## config.mk

```make
export PLATFORM = sky130hd
export DESIGN_NAME = instr_fetch_stage
export DESIGN_NICKNAME = d
export VERILOG_FILES = /design/src/rtl/instr_fetch_stage_pkg.sv /design/src/rtl/instr_fetch_stage_npc_gen.sv /design/src/rtl/instr_fetch_stage.sv
export SDC_FILE = /design/constraint.sdc
export NUM_CORES = 1
export LEC_CHECK = 0
export BUFFER_PORTS_ARGS = -buffer_cell sky130_fd_sc_hd__buf_2
export CAP_MARGIN = 0
export CORE_ASPECT_RATIO = 1.1
export CORE_UTILIZATION = 54
export DETAILED_ROUTE_END_ITERATION = 6
export GPL_TIMING_DRIVEN = 0
export PLACE_DENSITY_LB_ADDON = 0.2
export SLEW_MARGIN = 20
export SYNTH_ARGS = -nofsm -noshare
export SYNTH_HDL_FRONTEND = slang
export SYNTH_SLANG_ARGS = --single-unit
```

## constraint.sdc

```tcl
create_clock -name clk -period 4.39 [get_ports clk]
set_input_delay 0.2195 -clock clk [delete_from_list [all_inputs] [get_ports clk]]
set_output_delay 0.2195 -clock clk [all_outputs]
set_load 0.005 [all_outputs]
```

## src/rtl/instr_fetch_stage_pkg.sv

```systemverilog
// Shared types and constants for the RV32I instruction fetch stage.
// The NOP is ADDI x0,x0,0, used to fill decode with a bubble.
package instr_fetch_stage_pkg;

    typedef enum logic {
        IF_BOOT = 1'b0,
        IF_RUN  = 1'b1
    } if_state_e;

    localparam logic [31:0] NOP_INSTR = 32'h0000_0013;

    function automatic logic [31:0] word_align(input logic [31:0] addr);
        return {addr[31:2], 2'b00};
    endfunction

endpackage

```

## src/rtl/instr_fetch_stage_npc_gen.sv

```systemverilog
// Next-PC selection for the fetch stage: boot hold, redirect, stall hold, or sequential.
module npc_gen
    import instr_fetch_stage_pkg::*;
(
    input  logic        State,
    input  logic        Redirect,
    input  logic [31:0] RedirectPc,
    input  logic        StallF,
    input  logic [31:0] PcF,
    output logic [31:0] NextPc
);

    // Redirect target low bits are dropped by word_align.
    logic unused_rpc_lsbs;
    assign unused_rpc_lsbs = ^RedirectPc[1:0];

    always_comb begin
        NextPc = PcF + 32'd4;
        if (State == IF_BOOT) begin
            NextPc = PcF;
        end else if (Redirect) begin
            NextPc = word_align(RedirectPc);
        end else if (StallF) begin
            NextPc = PcF;
        end
    end

endmodule

```

## src/rtl/instr_fetch_stage.sv

```systemverilog
// Fetch stage: PC register, boot FSM, synchronous-read BRAM addressing and the IF/ID register.
// The BRAM address comes from NextPc so the read data always lines up with PcF one edge later.
module instr_fetch_stage
    import instr_fetch_stage_pkg::*;
#(
    parameter logic [31:0] RESET_PC = 32'h0000_0000,
    parameter int          IMEM_AW  = 12
) (
    input  logic               clk,
    input  logic               rst_n,
    output logic               ImemEn,
    output logic [IMEM_AW-1:0] ImemAddr,
    input  logic [31:0]        ImemRdata,
    input  logic               StallF,
    input  logic               FlushD,
    input  logic               Redirect,
    input  logic [31:0]        RedirectPc,
    output logic [31:0]        PcF,
    output logic [31:0]        PcD,
    output logic [31:0]        IrD,
    output logic               ValidD,
    output logic [31:0]        FetchCnt
);

    if_state_e   state_q, state_d;
    logic        valid_f;
    logic [31:0] next_pc;
    logic [31:0] pc_f_q;
    logic [31:0] pc_d_q, pc_d_d;
    logic [31:0] ir_d_q, ir_d_d;
    logic        valid_d_q, valid_d_d;
    logic [31:0] fetch_cnt_q, fetch_cnt_d;

    always_ff @(posedge clk or negedge rst_n) begin
        if (!rst_n) begin
            state_q <= IF_BOOT;
        end else begin
            state_q <= state_d;
        end
    end

    // BOOT lasts exactly one edge: the BRAM needs one read before RESET_PC data exists.
    always_comb begin
        state_d = state_q;
        case (state_q)
            IF_BOOT: state_d = IF_RUN;
            IF_RUN:  state_d = IF_RUN;
            default: state_d = IF_BOOT;
        endcase
    end

    always_comb begin
        valid_f = (state_q == IF_RUN);
    end

    npc_gen u_npc_gen (
        .State      (state_q),
        .Redirect   (Redirect),
        .RedirectPc (RedirectPc),
        .StallF     (StallF),
        .PcF        (pc_f_q),
        .NextPc     (next_pc)
    );

    assign ImemEn   = rst_n;
    assign ImemAddr = next_pc[IMEM_AW+1:2];

    // A redirect squashes the instruction on ImemRdata even without FlushD.
    always_comb begin
        pc_d_d      = pc_d_q;
        ir_d_d      = ir_d_q;
        valid_d_d   = valid_d_q;
        fetch_cnt_d = fetch_cnt_q;
        if (Redirect || FlushD || !valid_f) begin
            pc_d_d    = pc_f_q;
            ir_d_d    = NOP_INSTR;
            valid_d_d = 1'b0;
        end else if (!StallF) begin
            pc_d_d      = pc_f_q;
            ir_d_d      = ImemRdata;
            valid_d_d   = 1'b1;
            fetch_cnt_d = fetch_cnt_q + 32'd1;
        end
    end

    always_ff @(posedge clk or negedge rst_n) begin
        if (!rst_n) begin
            pc_f_q      <= RESET_PC;
            pc_d_q      <= 32'h0000_0000;
            ir_d_q      <= NOP_INSTR;
            valid_d_q   <= 1'b0;
            fetch_cnt_q <= 32'h0000_0000;
        end else begin
            pc_f_q      <= next_pc;
            pc_d_q      <= pc_d_d;
            ir_d_q      <= ir_d_d;
            valid_d_q   <= valid_d_d;
            fetch_cnt_q <= fetch_cnt_d;
        end
    end

    assign PcF      = pc_f_q;
    assign PcD      = pc_d_q;
    assign IrD      = ir_d_q;
    assign ValidD   = valid_d_q;
    assign FetchCnt = fetch_cnt_q;

endmodule

```

======== Word-level counts from Yosys, hierarchy flattened ========
Index checks and enable logic that the tools add are counted.
operators by class
  $add $sub $neg .......................... 2
  equality and inequality tests ........... 2
  mux-type cells .......................... 9
  bitwise gates (word level) .............. 2
  reduce and logical (&&, ||, !) cells .... 5
operator list
  kind                   number
  $mux 32                6
  $add 32x1->32 const B  1
  $add 32x3->32 const B  1
  $mux 14                1
  $ne 2x1->1 const B     2
  $reduce_and 2->1       2
  $logic_or 1x1->1       2
  $mux 1                 2
  $not 1->1              2
  $logic_not 1->1        1
word-level totals
  register bits ........................... 130
  input port bits ......................... 69
  output and inout port bits .............. 142
  word-level logic and storage cells ...... 27

======== Longest topological paths before layout ========
  word-level depth ........................ 4
  mapped depth ............................ 8
  mapped depth without buffers ............ 5

======== By module ========
From an unflattened synthesis, not the netlist that was laid out.
second synthesis, totals
  cells, all modules ...................... 551
  area, all modules ....................... 6,053.3 µm²
by module, submodules not included
  module             instances  cells an instance  area an instance (µm²)  seq. area each (µm²)
  instr_fetch_stage  1          333                4,782.1                 3,256.9
  npc_gen            1          218                1,271.2                 0.0

======== Least setup slack after synthesis ========
No wires, ideal clock.
  path type ............................... reg2out
  from .................................... register pc_f_q[2] (netlist: PcF[2])
  to ...................................... output ImemAddr[8]
  arrival time ............................ 1.631 ns
  data required time ...................... 4.171 ns
  setup slack ............................. 2.540 ns
  cell stages (with the launch flop) ...... 6
  buffers on the path ..................... 0
  cells stage by stage .................... dfrtp_1 > ha_1 > nand3_1 > or3_1 > o31ai_1 > a22o_1
on the way
  cells in the longest elaborated chain, start to end .. 4
RTL lines
  item                    RTL line                         source
  from (decl)             instr_fetch_stage.sv:28          logic [31:0] pc_f_q;
  from (signal assigned)  instr_fetch_stage.sv:94          pc_f_q <= next_pc;
  $add 32x3->32           instr_fetch_stage_npc_gen.sv:18  NextPc = PcF + 32'd4;
  $mux 32                 instr_fetch_stage_npc_gen.sv:23  end else if (StallF) begin
  $mux 32                 instr_fetch_stage_npc_gen.sv:21  end else if (Redirect) begin
  $mux 14                 instr_fetch_stage_npc_gen.sv:19  if (State == IF_BOOT) begin
  to (decl)               instr_fetch_stage.sv:12          output logic [IMEM_AW-1:0] ImemAddr,
Every way passes these cells. The select of a mux whose other input is x is not followed.

======== Worst setup path after layout ========
Ends and elaborated chain as after synthesis.

==> impl_metrics.yaml <==
run_status:
  status: "finished, final reports clean"
routing:
  drt_pass1_iterations: 5
  drtAntennaViolNets: 0
  via_per_inst: 5.73
  vias: 5213
  drt_wl_total_mm: 15.9
  wl_per_cell_um: 17.4
  drc: 0
  drt-initial-drc-count: 244
placement:
  gp_congestion: 0.933
  dpl.hpwl_mm: 11.4
  portBuffers: 207
final_layout:
  syn2layout_area_growth_pct: 31.2
  layout.nets: 825
  antenna_cells: 0
  drive_above_1_share: 0.369
clocking:
  cts.clk_slew.worst_paths_ns: 0.05
  cts.path.max_buffers: 2
  cts_buffers: 17
  cts-root-buf: "clkbuf_16"
  htree_num_levels: 4
  cts_tree: "built"
  clock_latency_ns: 0.42
  cts_sinks: 130
yosys:
  synth_area_leader_cell: "dfrtp_1"
  synth_cells: 526
  synthTopCellsByArea: "dfrtp_1 (54%), mux2_2 (5.2%), a22o_1 (4.5%)"
  avgSynthCellArea_um2: 11.1
  post-synth-top-count-cell: "dfrtp_1"
  ys_seq_area_frac: 0.555
  ys_types: 52
  synthArstFlopShare: 1.00
  synth-edff-count: 0
  synth_seq_cells: 130
  syn_nets: 597
  ys_top_cells_by_count: "dfrtp_1 (127), nand2_1 (52), a22o_1 (30)"
  syn_area_um2: 5860
  synth_ff_type: "dfrtp_1"
  synth_top_area_frac: 0.542
  yosys_warnings: 0
worst_setup_path:
  cp_data_arrival_time_ns: 2.55
  start_kind: "flip-flop"
  cp.required_ns: 4.17
  path_class: "flip-flop to output port"
  worstPathMaxFanout: 9
  crit_path_end_kind: "output port"
power:
  p_leak_nw: 3.72
  cellPowerDensity_nw_per_um2: 427
  vdd_drop_max_mv: 0.300
grt:
  met3_usage: 0.0618
  grt_max_degree: 74
  grt-busiest-layer: "met2"
  met1_usage: 0.363
  grt.overflow.total: 0
  use_met2: 0.486
  grt_pass1_wl_mm: 25.0
  grt_pass1_vias: 4985
  antenna_found_initial: 0
  grt_usage: 0.291
floorplanning:
  num_io_pins: 211
  die_w_um: 101
  initial_core_util: 0.559
  design.core.area_um2: 10500
  fp.dieArea_um2: 11300
  rows: 39
  die_h_um: 111
sta:
  hold_slack_ns: 0.0261
  max_freq_mhz: 361
  rsz0062_at_grt: "no"
  hold_violations: 0
  finalCritPeriodShare: 0.632
  fin_worst_skew_ns: 0.00728
  fin_crit_ns: 2.77
  max_slew_margin: 0.428
  finalSetupTns_ns: 0
  worst_slew_pin_slew_ns: 0.850
  drv_slew: 0
  setup_viol: 0
min_path:
  hold_path.class: "input port to flip-flop"
job:
  drv_cap: 0
critical path: stages, from the launching register on:
cell and delay, ns:
dfrtp_1 0.52, ha_1 0.28, nand3_1 0.29, or3_1 0.48, o31ai_1 0.27, a22o_1 0.18
buf_2 0.12
layout by cell type (no fill, tap or decap), types with 17 or more instances in the layout:
cell type,netlist,final
clkbuf_16,0,17
o22ai_1,24,24
xnor2_1,27,27
a22o_1,30,30
nand2_1,52,52
dfrtp_1,127,127
a21oi_1,29,29
buf_2,7,213
mux2_2,27,27
clkbuf_1,17,25
nand3_1,26,26
nor2_1,17,17
final timing paths:
check                              start      endpoint  slack, ns  depth (start not counted)
max                               PcF[2]   ImemAddr[8]       1.62                          6
min                        ImemRdata[20]       IrD[20]       0.03                          2
max reg2reg                       PcF[2]       PcF[28]       2.24                          5
min reg2reg                 FetchCnt[31]  FetchCnt[31]       0.47                          1
max in group asynchronous          rst_n       PcD[30]       3.28                          3
min in group asynchronous          rst_n   FetchCnt[5]       0.39                          2
sequential cells by signal, indices dropped and copies added (netlist names):
signal and count:
IrD 32, FetchCnt 32, state_q 1, ValidD 1
PcD 32, PcF 32
report_power, final:
part / switching (mW) / internal (mW)
logic: 0.254 / 0.224
registers: 0.131 / 1.31
clock network: 0.483 / 0.880
layer usage:
layer	vias up	share of wire
li1	2378	-
met1	2560	0.40
met2	248	0.51
met3	27	0.072
met4	0	0.019
met5	-	0
cell families (layout without fill, tap and decap cells):
| kind of cell | Yosys count | after routing | synth area share |
|---|---|---|---|
| AND/OR/NAND/NOR | 164 | 164 | 0.157 |
| buffers and inverters | 40 | 281 | 0.0277 |
| multiplexers | 39 | 39 | 0.0723 |
| other | 1 | 1 | 0.000640 |
| adder cells (fa/ha/maj) | 2 | 2 | 0.00427 |
| flip-flops | 130 | 130 | 0.555 |
| XOR/XNOR | 31 | 31 | 0.0463 |
| AO/OA/AOI/OAI | 119 | 119 | 0.137 |
metrics by stage:
stage                     utilization  setup slack, ns  cells  power, mW  area, um2
after floorplan                     -             2.54    526       1.66       5860
after global placement          0.675             1.40    876       1.91       7080
after detailed placement        0.678             2.05    877       1.93       7110
after CTS                       0.733             1.65    910       3.30       7690
after global routing            0.733             1.53    910       3.42       7690
final                           0.733             1.62    910       3.28       7690
layout make-up:
class	count	area, um2
Sequential cell	130	3260
Fill cell	778	2800
Multi-Input combinational cell	356	2440
Timing Repair Buffer	209	1080
Clock buffer	28	497
Tap cell	143	179
Buffer	29	121
Clock inverter	4	72.6
Inverter	11	41.3
timing repair:
item / 4_1_cts / 5_1_grt
hold buffers: 1 / 0
hold endpoints to repair: 68 / 0
resized for setup: 0 / 0
buffers inserted: 0 / 0
endpoints found under the setup margin: 0 / 0
No activity file was read; power rests on OpenSTA's default activity.
